[config.mk]
export PLATFORM = sky130hd
export DESIGN_NAME = sram_ctrl_flat
export DESIGN_NICKNAME = d
export VERILOG_FILES = /design/src/rtl/sram_pkg.sv /design/src/rtl/sram_ctrl_if.sv /design/src/rtl/sram_row_decoder.sv /design/src/rtl/sram_ctrl.sv /design/src/flat_wrapper.sv
export SDC_FILE = /design/constraint.sdc
export NUM_CORES = 1
export LEC_CHECK = 0
export CORE_MARGIN = 5
export CORE_UTILIZATION = 41
export DETAILED_ROUTE_END_ITERATION = 10
export GPL_TIMING_DRIVEN = 1
export PLACE_DENSITY = 0.73
export SLEW_MARGIN = 5
export SYNTH_ARGS = -nofsm -noshare
export SYNTH_HDL_FRONTEND = slang
export SYNTH_HIERARCHICAL = 1
export SYNTH_SLANG_ARGS = --single-unit
[constraint.sdc]
create_clock -name clk -period 1.48 [get_ports clk]
set_input_delay 0.148 -clock clk [delete_from_list [all_inputs] [get_ports clk]]
set_output_delay 0.148 -clock clk [all_outputs]
set_load 0.1 [all_outputs]
[src/rtl/sram_pkg.sv]
// Shared types and constants for the SRAM access controller.
// Optional build macro: SRAM_PARITY_EN adds one even-parity column per row.
package sram_pkg;

    localparam int unsigned SRAM_ADDR_W = 4;
    localparam int unsigned SRAM_DATA_W = 8;

    typedef enum logic [1:0] {
        IDLE   = 2'd0,
        PRE    = 2'd1,
        ACCESS = 2'd2,
        RESP   = 2'd3
    } sram_state_e;

    // Number of physical bitline column pairs for a given data width.
    function automatic int unsigned sram_col_w(input int unsigned data_w);
`ifdef SRAM_PARITY_EN
        return data_w + 1;
`else
        return data_w;
`endif
    endfunction

endpackage

[src/rtl/sram_ctrl_if.sv]
// Request/response handshake between a requester and the SRAM controller.
interface sram_ctrl_if #(
    parameter int unsigned ADDR_W = sram_pkg::SRAM_ADDR_W,
    parameter int unsigned DATA_W = sram_pkg::SRAM_DATA_W
);

    logic              req_valid;
    logic              req_ready;
    logic              req_we;
    logic [ADDR_W-1:0] req_addr;
    logic [DATA_W-1:0] req_wdata;
    logic              rsp_valid;
    logic [DATA_W-1:0] rsp_rdata;
    logic              rsp_err;

    modport master (
        output req_valid, req_we, req_addr, req_wdata,
        input  req_ready, rsp_valid, rsp_rdata, rsp_err
    );

    modport slave (
        input  req_valid, req_we, req_addr, req_wdata,
        output req_ready, rsp_valid, rsp_rdata, rsp_err
    );

endinterface

[src/rtl/sram_row_decoder.sv]
// Full one-hot row decoder; all wordlines low when disabled.
module sram_row_decoder #(
    parameter int unsigned ADDR_W = sram_pkg::SRAM_ADDR_W
) (
    input  logic [ADDR_W-1:0]        addr_i,
    input  logic                     en_i,
    output logic [(1 << ADDR_W)-1:0] wl_o
);

    // Select exactly one row when enabled.
    always_comb begin
        wl_o = '0;
        if (en_i) begin
            wl_o[addr_i] = 1'b1;
        end
    end

endmodule

[src/rtl/sram_ctrl.sv]
// Sequences single-word SRAM accesses: precharge, wordline, drive/sense, respond.
// Optional build macro: SRAM_PARITY_EN (extra even-parity column, checked on read).
module sram_ctrl
    import sram_pkg::*;
#(
    parameter int unsigned ADDR_W = SRAM_ADDR_W,
    parameter int unsigned DATA_W = SRAM_DATA_W
) (
    input  logic                              clk,
    input  logic                              rst_n,
    sram_ctrl_if.slave                        bus,
    output logic [(1 << ADDR_W)-1:0]          wl,
    output logic                              bl_drv_en,
    output logic [sram_col_w(DATA_W)-1:0]     bl_out,
    output logic [sram_col_w(DATA_W)-1:0]     blb_out,
    input  logic [sram_col_w(DATA_W)-1:0]     bl_in,
    input  logic [sram_col_w(DATA_W)-1:0]     blb_in
);

    localparam int unsigned COL_W = sram_col_w(DATA_W);
    localparam int unsigned NROWS = 1 << ADDR_W;

    sram_state_e       state_q;
    logic              req_ready_q;
    logic              we_q;
    logic [ADDR_W-1:0] addr_q;
    logic [DATA_W-1:0] wdata_q;
    logic              rsp_valid_q;
    logic [DATA_W-1:0] rsp_rdata_q;
    logic              rsp_err_q;
    logic [NROWS-1:0]  wl_q;
    logic              bl_drv_en_q;
    logic [COL_W-1:0]  bl_out_q;
    logic [COL_W-1:0]  blb_out_q;

    logic [NROWS-1:0]  wl_d;
    logic [COL_W-1:0]  wcol_c;
    logic [COL_W-1:0]  diff_c;
    logic              sense_err_c;

    // Wordline for the latched row, raised only for the ACCESS cycle.
    sram_row_decoder #(.ADDR_W(ADDR_W)) u_row_decoder (
        .addr_i (addr_q),
        .en_i   (state_q == PRE),
        .wl_o   (wl_d)
    );

    // Column pattern written into the row (data plus optional parity).
`ifdef SRAM_PARITY_EN
    assign wcol_c = {^wdata_q, wdata_q};
`else
    assign wcol_c = wdata_q;
`endif

    assign diff_c = bl_in ^ blb_in;

    // Sense check: every column pair must be differential; an X/Z column
    // falls through to the error branch.
    always_comb begin
        sense_err_c = 1'b1;
        if (&diff_c) begin
            sense_err_c = 1'b0;
        end
`ifdef SRAM_PARITY_EN
        if (bl_in[DATA_W] != ^bl_in[DATA_W-1:0]) begin
            sense_err_c = 1'b1;
        end
`endif
    end

    // Access FSM with registered handshake and array-side outputs.
    always_ff @(posedge clk or negedge rst_n) begin
        if (!rst_n) begin
            state_q     <= IDLE;
            req_ready_q <= 1'b0;
            we_q        <= 1'b0;
            addr_q      <= '0;
            wdata_q     <= '0;
            rsp_valid_q <= 1'b0;
            rsp_rdata_q <= '0;
            rsp_err_q   <= 1'b0;
            wl_q        <= '0;
            bl_drv_en_q <= 1'b0;
            bl_out_q    <= '0;
            blb_out_q   <= '0;
        end else begin
            rsp_valid_q <= 1'b0;
            wl_q        <= wl_d;
            case (state_q)
                IDLE: begin
                    req_ready_q <= 1'b1;
                    if (bus.req_valid && req_ready_q) begin
                        we_q        <= bus.req_we;
                        addr_q      <= bus.req_addr;
                        wdata_q     <= bus.req_wdata;
                        req_ready_q <= 1'b0;
                        bl_drv_en_q <= 1'b1;
                        bl_out_q    <= '1;
                        blb_out_q   <= '1;
                        state_q     <= PRE;
                    end
                end
                PRE: begin
                    bl_drv_en_q <= we_q;
                    bl_out_q    <= we_q ? wcol_c : '0;
                    blb_out_q   <= we_q ? ~wcol_c : '0;
                    state_q     <= ACCESS;
                end
                ACCESS: begin
                    bl_drv_en_q <= 1'b0;
                    bl_out_q    <= '0;
                    blb_out_q   <= '0;
                    rsp_valid_q <= 1'b1;
                    if (we_q) begin
                        rsp_rdata_q <= '0;
                        rsp_err_q   <= 1'b0;
                    end else begin
                        rsp_rdata_q <= bl_in[DATA_W-1:0];
                        rsp_err_q   <= sense_err_c;
                    end
                    state_q <= RESP;
                end
                RESP: begin
                    req_ready_q <= 1'b1;
                    state_q     <= IDLE;
                end
                default: begin
                    state_q <= IDLE;
                end
            endcase
        end
    end

    assign bus.req_ready = req_ready_q;
    assign bus.rsp_valid = rsp_valid_q;
    assign bus.rsp_rdata = rsp_rdata_q;
    assign bus.rsp_err   = rsp_err_q;
    assign wl            = wl_q;
    assign bl_drv_en     = bl_drv_en_q;
    assign bl_out        = bl_out_q;
    assign blb_out       = blb_out_q;

endmodule
[src/flat_wrapper.sv]
// flat-port wrapper written by rule: the top's interface ports become plain ports
module sram_ctrl_flat import sram_pkg::*;
#(
    parameter int unsigned ADDR_W = SRAM_ADDR_W,
    parameter int unsigned DATA_W = SRAM_DATA_W
)
  (clk, rst_n, wl, bl_drv_en, bl_out, blb_out, bl_in, blb_in, bus_req_valid, bus_req_we, bus_req_addr, bus_req_wdata, bus_req_ready, bus_rsp_valid, bus_rsp_rdata, bus_rsp_err);
  sram_ctrl_if #(.ADDR_W(ADDR_W), .DATA_W(DATA_W)) bus_i ();
  input  logic clk;
  input  logic rst_n;
  output logic [(1 << ADDR_W)-1:0] wl;
  output logic bl_drv_en;
  output logic [sram_col_w(DATA_W)-1:0] bl_out;
  output logic [sram_col_w(DATA_W)-1:0] blb_out;
  input  logic [sram_col_w(DATA_W)-1:0] bl_in;
  input  logic [sram_col_w(DATA_W)-1:0] blb_in;
  input wire logic [$bits(bus_i.req_valid)-1:0] bus_req_valid;
  input wire logic [$bits(bus_i.req_we)-1:0] bus_req_we;
  input wire logic [$bits(bus_i.req_addr)-1:0] bus_req_addr;
  input wire logic [$bits(bus_i.req_wdata)-1:0] bus_req_wdata;
  output wire logic [$bits(bus_i.req_ready)-1:0] bus_req_ready;
  output wire logic [$bits(bus_i.rsp_valid)-1:0] bus_rsp_valid;
  output wire logic [$bits(bus_i.rsp_rdata)-1:0] bus_rsp_rdata;
  output wire logic [$bits(bus_i.rsp_err)-1:0] bus_rsp_err;
  assign bus_i.req_valid = bus_req_valid;
  assign bus_i.req_we = bus_req_we;
  assign bus_i.req_addr = bus_req_addr;
  assign bus_i.req_wdata = bus_req_wdata;
  assign bus_req_ready = bus_i.req_ready;
  assign bus_rsp_valid = bus_i.rsp_valid;
  assign bus_rsp_rdata = bus_i.rsp_rdata;
  assign bus_rsp_err = bus_i.rsp_err;
  sram_ctrl #(.ADDR_W(ADDR_W), .DATA_W(DATA_W)) u_core (.clk(clk), .rst_n(rst_n), .bus(bus_i), .wl(wl), .bl_drv_en(bl_drv_en), .bl_out(bl_out), .blb_out(blb_out), .bl_in(bl_in), .blb_in(blb_in));
endmodule
==> impl_metrics.toml, run 1 <==
[worst_setup_path]
reg2reg_from = "u_core/state_q[1]$_DFFE_PN0P_"
required_ns = 1.75
r2r_cells = 7
path_class = "reg -> reg"
arrival_ns = 1.83
crit_path_end_kind = "flip-flop"
regToRegEndpoint = "u_core/blb_out[7]$_DFFE_PN0P_"
r2r_slack_ns = -0.08
crit_path_end = "u_core/blb_out[7]$_DFFE_PN0P_"
start_kind = "flip-flop"
critPathLaunch = "u_core/state_q[1]$_DFFE_PN0P_"
crit_fanout = 4

[final_layout]
num_antenna_cells = 0
area_delta_synth_final_pct = 75.1
ff_latch_area_um2 = 1480
final_nets = 324
multi_input_area_um2 = 965
fillers = 354
drive_gt1_share_pct = 43.8

[clock_network]
cts_tree = "done"
insertion_delay_ns = 0.33
h-tree-depth = 3
clkTransAtPathRegs_ns = 0.06
cts_root_buffer = "clkbuf_8"
cts_sinks = 59
clock_path_buffers = 2
cts_made_buffers = 9

[yosys]
synth_top_area_cell = "dfrtp_1"
synthTopCellsByArea = "dfrtp_1 (62%), mux2_2 (7.1%), o21ai_0 (3.4%)"
synth_ff_type = "dfrtp_1"
synth-edff-count = 0
synth.most_common_cell = "dfrtp_1"
syn_nets = 223
avgSynthCellArea_um2 = 12.8
synth_common_cells = "dfrtp_1 (59), o21ai_0 (16), mux2_2 (15)"
ys_async_sr_fraction_pct = 100
synth-seq-area-share_pct = 61.8
synth_cell_types = 30
netlist_instances = 186
synth_area_um2 = 2390
synth_top_area_share_pct = 61.8
yosys_warnings = 6
synth_seq_cells = 59

[sta]
setup_viol = 8
tightest_slew_ns = 0.430
rsz0062_at_grt = "true"
slew_violations = 0
skew_ns = 0.00795
slew_headroom_pct = 71.3
finalWorstSetupSlack_ns = -0.0759
hold_viol_final = 0
fmax_mhz = 643
tns_ns = -0.376
finalCritPeriodShare_pct = 105
final.min_clock_period_ns = 1.56

[floorplanning]
die_area_um2 = 7450
start_util_pct = 42.9
ios = 76
rows = 27
die_w_um = 86.3
die_y_um = 86.3
core_um2 = 5570

[detailed_routing]
drt-total-wl_mm = 6.17
drt_iter0_drc = 84
drc = 0
ant_nets = 0
drt_pass1_iterations = 4
dr_total_vias = 1833
viasPerCell = 5.04
wire_per_inst_um = 16.9

[global_routing]
grt_max_degree = 32
antenna_found_initial = 0
first_global_vias = 1842
grt_pass1_wl_mm = 9.56
grt_usage_pct = 16.8
grt-ovfl-total = 0

[outcome]
violations = "negative setup slack"
status = "complete, but fails checks"

[job]
maxCapViolCount = 0

[placement]
numPortBuffers = 75
gp_congestion = 0.791
dp_hpwl_mm = 4.40

[min_path]
hold_path_class = "in -> async"
-- registers in the layout, indices dropped and copies added, names as in the netlist --
register / count
u_core/addr_q: 4
u_core/bl_drv_en: 1
u_core/bl_out: 8
u_core/blb_out: 8
u_core/bus.req_ready: 1
u_core/bus.rsp_err: 1
u_core/bus.rsp_rdata: 8
u_core/bus.rsp_valid: 1
u_core/state_q: 2
u_core/wcol_c: 8
u_core/we_q: 1
u_core/wl: 16
-- cell families (layout without fill, tap and decap cells) --
group / count (synthesis) / in the layout / synth area share, %
simple gates: 43 / 43 / 8.85
fa+ha+maj: 5 / 5 / 2.62
compound gates: 45 / 45 / 13.7
mux: 16 / 16 / 7.65
flops: 59 / 59 / 61.8
xor+xnor: 8 / 8 / 2.93
buf+inv: 10 / 116 / 2.46
-- how the worst min path moves through the flow --
stage,cells past startpoint,end,startpoint
2_1_floorplan,0,u_core/addr_q[0]$_DFFE_PN0P_,rst_n
3_3_place_gp,1,u_core/wl[8]$_DFF_PN0_,rst_n
3_5_place_dp,1,u_core/wl[0]$_DFF_PN0_,rst_n
4_1_cts,2,u_core/bus.rsp_valid$_DFF_PN0_,rst_n
5_1_grt,2,u_core/bus.rsp_valid$_DFF_PN0_,rst_n
6_report,2,u_core/wl[12]$_DFF_PN0_,rst_n
-- critical path, cell delays in order, from the launching register on --
cell and delay (ns):
dfrtp_2 0.41, inv_4 0.06, ha_4 0.15, a21boi_4 0.13, or2_4 0.30, clkbuf_16 0.18, a211oi_2 0.16, a21o_1 0.11
-- through the flow --
stage | utilization [%] | worst slack (ns) | std cells | area (um2) | hold WS, ns
2_1_floorplan | - | -0.0332 | 186 | 2430 | -0.148
3_3_place_gp | 67.8 | -0.0524 | 338 | 3780 | 0.105
3_5_place_dp | 67.8 | -0.108 | 338 | 3780 | 0.110
4_1_cts | 72.7 | -0.0620 | 359 | 4050 | 0.279
5_1_grt | 75.0 | -0.124 | 364 | 4180 | 0.331
6_report | 75.0 | -0.0759 | 364 | 4180 | 0.294
-- cell usage in the layout, fill, tap and decap left out, types with 5 or more instances in the layout --
cell type	instances
a211oi_2	8
a21o_1	8
a22o_1	9
buf_12	47
buf_4	14
clkbuf_8	11
clkdlybuf4s50_1	30
dfrtp_1	56
mux2_2	14
nand2_1	6
nand2_2	5
nor2_1	13
o21ai_0	8
o21ai_1	8
xnor2_1	8
-- metal layers --
metal  track usage (%)  wire, um  part of all wire (%)
met1              21.1      2550                    41
met2              27.8      3280                    53
met3              4.47       276                   4.5
met4              6.37        53                  0.86
met5                 0         0                     0
-- what timing repair did --
| action | 4_1_cts | 5_1_grt |
|---|---|---|
| hold buffers | 1 | 0 |
| endpoints found under the hold margin | 16 | 0 |
| resized for setup | 9 | 17 |
| setup endpoints to repair | 29 | 32 |
| setup buffers | 3 | 3 |
| cloned | 1 | 2 |
| pin swaps | 1 | 3 |
-- layout make-up --
type	count	area share, %
clock buffers	11	3.62
clock inverters	5	0.658
inverters	3	0.389
multi-input cells	117	23.1
flip-flops and latches	59	35.4
well taps	72	2.15
repair buffers	97	34.7
Power of run 1 is left out: the tool's default activity adds up to more than one toggle a clock period on the data nets, which glitch-free logic cannot reach.
==> run 2, diff against run 1 <==
--- a/config.mk
+++ b/config.mk
@@ -5,7 +5,6 @@
 export SDC_FILE = /design/constraint.sdc
 export NUM_CORES = 1
 export LEC_CHECK = 0
-export CORE_MARGIN = 5
 export CORE_UTILIZATION = 41
 export DETAILED_ROUTE_END_ITERATION = 10
 export GPL_TIMING_DRIVEN = 1
@@ -13,5 +12,4 @@
 export SLEW_MARGIN = 5
 export SYNTH_ARGS = -nofsm -noshare
 export SYNTH_HDL_FRONTEND = slang
-export SYNTH_HIERARCHICAL = 1
 export SYNTH_SLANG_ARGS = --single-unit
==> constraint.sdc (replaced) <==
create_clock -name clk -period 1.48 [get_ports clk]
set_input_delay 0.148 -clock clk [delete_from_list [all_inputs] [get_ports clk]]
set_output_delay 0.148 -clock clk [all_outputs]
set_load 0.01 [all_outputs]
==> impl_metrics.toml, run 2 <==
[yosys]
synth_area_um2 = 2420
synthTopCellsByArea = "dfrtp_1 (61%), mux2_2 (6.1%), o21ai_0 (3.1%)"
synth_seq_cells = 59
avgSynthCellArea_um2 = 12.3
syn_nets = 233
synth_ff_type = "dfrtp_1"
ys_async_sr_fraction_pct = 100
netlist_instances = 197
synth.most_common_cell = "dfrtp_1"
synth-seq-area-share_pct = 61.1
synth_top_area_cell = "dfrtp_1"
yosys_warnings = 0
synth_common_cells = "dfrtp_1 (59), nand2_1 (17), o21ai_0 (15)"
synth-edff-count = 0
synth_cell_types = 26
synth_top_area_share_pct = 61.1

[min_path]
hold_path_class = "in -> async"

[placement]
gp_congestion = 0.771
dp_cells = 348
numPortBuffers = 75
dp_hpwl_mm = 3.69

[detailed_routing]
drt_pass1_iterations = 4
wire_per_inst_um = 15.6
drt-total-wl_mm = 5.78
drt_iter0_drc = 73
drc = 0
ant_nets = 0
viasPerCell = 4.95
dr_total_vias = 1835

[sta]
tns_ns = -0.487
slew_headroom_pct = 67.5
skew_ns = 0.00372
holdWs_ns = 0.327
setup_viol = 14
rsz0062_at_grt = "true"
hold_viol_final = 0
finalCritPeriodShare_pct = 109
final.min_clock_period_ns = 1.61
finalWorstSetupSlack_ns = -0.128
fmax_mhz = 622
tightest_slew_ns = 0.487
slew_violations = 0

[clock_network]
insertion_delay_ns = 0.33
clkTransAtPathRegs_ns = 0.06
cts_sinks = 59
h-tree-depth = 3
cts_root_buffer = "clkbuf_8"
clock_path_buffers = 2
cts_made_buffers = 9
cts_tree = "done"

[global_routing]
grt_max_degree = 60
first_global_vias = 1822
grt-ovfl-total = 0
grt_usage_pct = 20.0
grt_pass1_wl_mm = 8.92
antenna_found_initial = 0

[pwr]
p_leak_nw = 1.64
powerDensity_nw_per_um2 = 2400
design_power_total_w = 0.00925
ir_drop_v = 0.00108

[floorplanning]
ios = 76
core_um2 = 5610
rows = 27
die_area_um2 = 6200
die_w_um = 78.8
start_util_pct = 43.1
die_y_um = 78.8

[final_layout]
drive_gt1_share_pct = 30.8
area_delta_synth_final_pct = 59.8
num_antenna_cells = 0
largest_reg_flops = 16
final_nets = 330
final_cell_mix = "clkdlybuf4s50_1 (73), dfrtp_1 (58), nand2_1 (15), mux2_2 (13), clkbuf_8 (11)"
fin_cells = 371
layout_commonest_cell = "clkdlybuf4s50_1"

[worst_setup_path]
cpPeakStageDelay_ns = 0.41
required_ns = 1.75
worstPathCellList = "inv_2, buf_6, ha_4, a21o_4, buf_12, a211oi_2, a21o_1"
crit_slowest_cell = "dfrtp_1"
path_class = "reg -> reg"
r2r_slack_ns = -0.13
crit_fanout = 9
start_kind = "flip-flop"
r2r_cells = 7
arrival_ns = 1.88
crit_path_end_kind = "flip-flop"

[outcome]
status = "complete, but fails checks"
violations = "negative setup slack"

[job]
maxCapViolCount = 0
[run 2: cell count changes after synthesis, sizes merged, moves of 4 or more]
cell,delta
a22o,-4
nor3,+4
nor2b,+5
a31o,+4
nand2,+6
nor2,-6
[run 2: final timing paths]
path                                               start                             endpoint
max                        u_core.state_q[1]$_DFFE_PN0P_        u_core.blb_out[1]$_DFFE_PN0P_
min                                                rst_n  u_core.bus.rsp_rdata[0]$_DFFE_PN0P_
max reg2reg                u_core.state_q[1]$_DFFE_PN0P_        u_core.blb_out[1]$_DFFE_PN0P_
min reg2reg                u_core.blb_out[2]$_DFFE_PN0P_        u_core.blb_out[2]$_DFFE_PN0P_
max in group asynchronous                          rst_n              u_core.wl[12]$_DFF_PN0_
min in group clk                        bus_req_wdata[1]         u_core.wcol_c[1]$_DFFE_PN0P_
[run 2: power by group]
part	switching [W]	internal, W
clock	0.000613	0.00104
combinational	0.00214	0.00258
sequential	0.000623	0.00227
[run 2: critical path, delay by kind of cell (launching register included)]
family | cells | cell delay [ns]
adder cells (fa/ha/maj) | 1 | 0.16
flip-flops | 1 | 0.41
AO/OA/AOI/OAI | 3 | 0.61
buffers and inverters | 3 | 0.37
[run 2: area by class of cell]
type / count / area (um2)
Clock buffer: 12 / 155
Timing Repair Buffer: 94 / 982
Multi-Input combinational cell: 125 / 1060
Tap cell: 72 / 90.1
Sequential cell: 59 / 1480
Clock inverter: 4 / 72.6
Fill cell: 421 / 1750
Inverter: 5 / 18.8
[run 2: cell families (layout without fill, tap and decap cells)]
family	Yosys count	count (layout)	synth area share, %
AOI/OAI and AO/OA	46	46	12.7
xor gates and xnor gates	8	8	2.90
adders and majority gates	4	4	2.07
buffers and inverters	14	115	3.31
DFF	59	59	61.1
muxes	15	16	7.92
and+or+nand+nor	51	51	9.94
[run 2: routing by layer]
metal / up-vias / share of wire [%] / global-route usage [%]
met5: - / 0 / 0
met4: 0 / 1.7 / 7.78
met3: 10 / 6.6 / 7.82
met2: 62 / 50 / 32.3
met1: 879 / 42 / 23.9
li1: 884 / - / -
[run 2: what timing repair did]
item | in CTS | in global routing
gates cloned | 3 | 0
endpoints found under the setup margin | 41 | 30
resized for setup | 41 | 25
setup buffers | 3 | 1
hold buffers | 1 | 0
hold endpoints to repair | 59 | 0
pin swaps | 1 | 13
[run 2: stage by stage]
stage / instance area (um2) / util, % / setup WS, ns
2_1_floorplan: 2420 / - / 0.0207
3_3_place_gp: 3310 / 59.1 / -0.0588
3_5_place_dp: 3310 / 59.1 / -0.146
4_1_cts: 3780 / 67.4 / -0.0533
5_1_grt: 3860 / 68.8 / -0.159
6_report: 3860 / 68.8 / -0.128
Power figures use the tool's default switching activity.
==> edit (settings of run 2) <==
Add a define of `SRAM_PARITY_EN`.
--- a/src/rtl/sram_pkg.sv
+++ b/src/rtl/sram_pkg.sv
@@ -1,5 +1,7 @@
 // Shared types and constants for the SRAM access controller.
 // Optional build macro: SRAM_PARITY_EN adds one even-parity column per row.
+`define SRAM_PARITY_EN
+
 package sram_pkg;
 
     localparam int unsigned SRAM_ADDR_W = 4;
Ports: changed (resized bl_in, bl_out, blb_in and blb_out); port bits go from 76 to 80. No check against the original RTL was run, so the function may have changed too.
==> edit against run 2 <==
The flow still finishes with violations (negative setup slack). First-iteration DRC count down 18%. Setup slack gained 97 ps. Power grew 3.0%. Routed wire length is 11% higher. Area after synthesis is 9.3% higher. Clock skew is 1.9 ps higher. Sequential cell count rose by 2. Sequential power is essentially flat. Final area increased by 7.1%. Critical path depth up 1. Synthesized cell count up 27%. Critical path type unchanged.
==> edit: results (changes against run 2) <==
| Metric | Value |
|---|---|
| Outcome | complete, but fails checks |
| Failing checks | negative setup slack |
| Placed Instances | 409 (+18%) |
| HP Class | in -> reg |
| Seq/Total Area, Yosys | 57.82% (-3.3 points) |
| Vias | 2167 (+18%) |
| Syn Area/Cell | 10.52 um2 (-14%) |
| Crit Path Max Fanout | 7 (-2) |
| TNS Setup | -32.80 ps (+453.7 ps) |
| Final nets | 392 (+19%) |
| Cell variety after synth | 27 (+3.8%) |
| Yosys top cell area share | 57.82% (-3.3 points) |
| Min setup slack post-route | -31.11 ps (+96.53 ps) |
| Routed wire per std cell | 14.84 um (-4.7%) |
| Max IR drop VDD | 1413 uV (+31%) |
| Dpl ws | -251.9 ps (-105.4 ps) |
| IO buf count | 79 (+5.3%) |
| Top post-synthesis cells by area | dfrtp_1 58%, xnor2_1 7.0%, nor2_1 6.1% |
| Hpwl dp | 3947 um (+7.1%) |
| Number of fillers in the final layout | 461 (+9.5%) |
| Largest net degree at the start of global routing | 62 (+3.3%) |
| # setup viols final | 3 (-11) |
| Arrival time worst endpoint | 1740 ps (-140 ps) |
| Gp weighted congestion | 0.7461 (-3.2%) |
| Worst setup skew after layout | 5.636 ps (+1.921 ps) |
## edit: metrics by stage
step | utilization [%] | cell area [um2]
final | 68.21 | 4134
after global routing | 68.21 | 4134
after CTS | 64.88 | 3933
after global placement | 60.24 | 3651
after detailed placement | 60.24 | 3651
after floorplan | - | 2656
## edit: cells by family after synthesis
family                   after synthesis  synth area share [%]
AND/OR/NAND/NOR                       83                 14.41
flip-flops                            61                 57.82
AO/OA/AOI/OAI                         41                 8.294
buffers and inverters                 25                 3.839
XOR/XNOR                              22                 7.299
multiplexers                          14                 5.972
adder cells (fa/ha/maj)                5                 2.370
## edit: layout make-up
cell class,instances,area [um2],share of cell area [%]
multi-input combinational,165,1151,27.84
inverter,13,48.80,1.180
tap,75,93.84,2.270
clock buffer,10,127.6,3.087
timing repair buffer,103,1075,26.00
clock inverter,6,111.4,2.694
sequential,61,1526,36.92
## edit: repair_timing
item / CTS / global route
cloned: 1 / 2
resized for setup: 5 / 38
hold buffers: 1 / 0
endpoints found under the setup margin: 18 / 39
pin swaps: 0 / 6
buffers inserted: 1 / 3
hold endpoints to repair: 61 / 0
## edit: path summary, 6_finish.rpt
kind / slack [ps] / cells past startpoint / endpoint
worst max register to register: -30 / 8 / u_core.bl_out[5]$_DFFE_PN0P_
worst min-delay path: 170 / 3 / u_core.bus.rsp_rdata[1]$_DFFE_PN0P_
worst max-delay path: -30 / 8 / u_core.bl_out[5]$_DFFE_PN0P_
max in group asynchronous: 880 / 3 / u_core.bus.req_ready$_DFFE_PN0P_
worst min register to register: 520 / 2 / u_core.bus.rsp_rdata[7]$_DFFE_PN0P_
min in group asynchronous: 340 / 3 / u_core.bl_out[5]$_DFFE_PN0P_
## edit: per-layer routing
layer  up-vias  share of wire [%]
li1       1034                  -
met2        71                 50
met4         0                1.7
met5         -                  0
met3        11                6.3
met1      1051                 42
## edit: power groups by stage
stage | registers [mW] | clock network, mW | logic, mW
after floorplan | 2.94 | 0 | 2.17
after global placement | 2.85 | 0 | 3.96
after detailed placement | 2.86 | 0 | 4.04
after CTS | 2.84 | 1.82 | 4.21
after global routing | 2.98 | 1.89 | 5.24
final | 2.90 | 1.80 | 4.84
## edit: worst max-delay path: cells and delay by family (launching register included)
kind            cells  cell delay [ps]
flops               1              420
simple gates        2              170
fa+ha+maj           1              140
buf+inv             3              400
compound gates      2              260
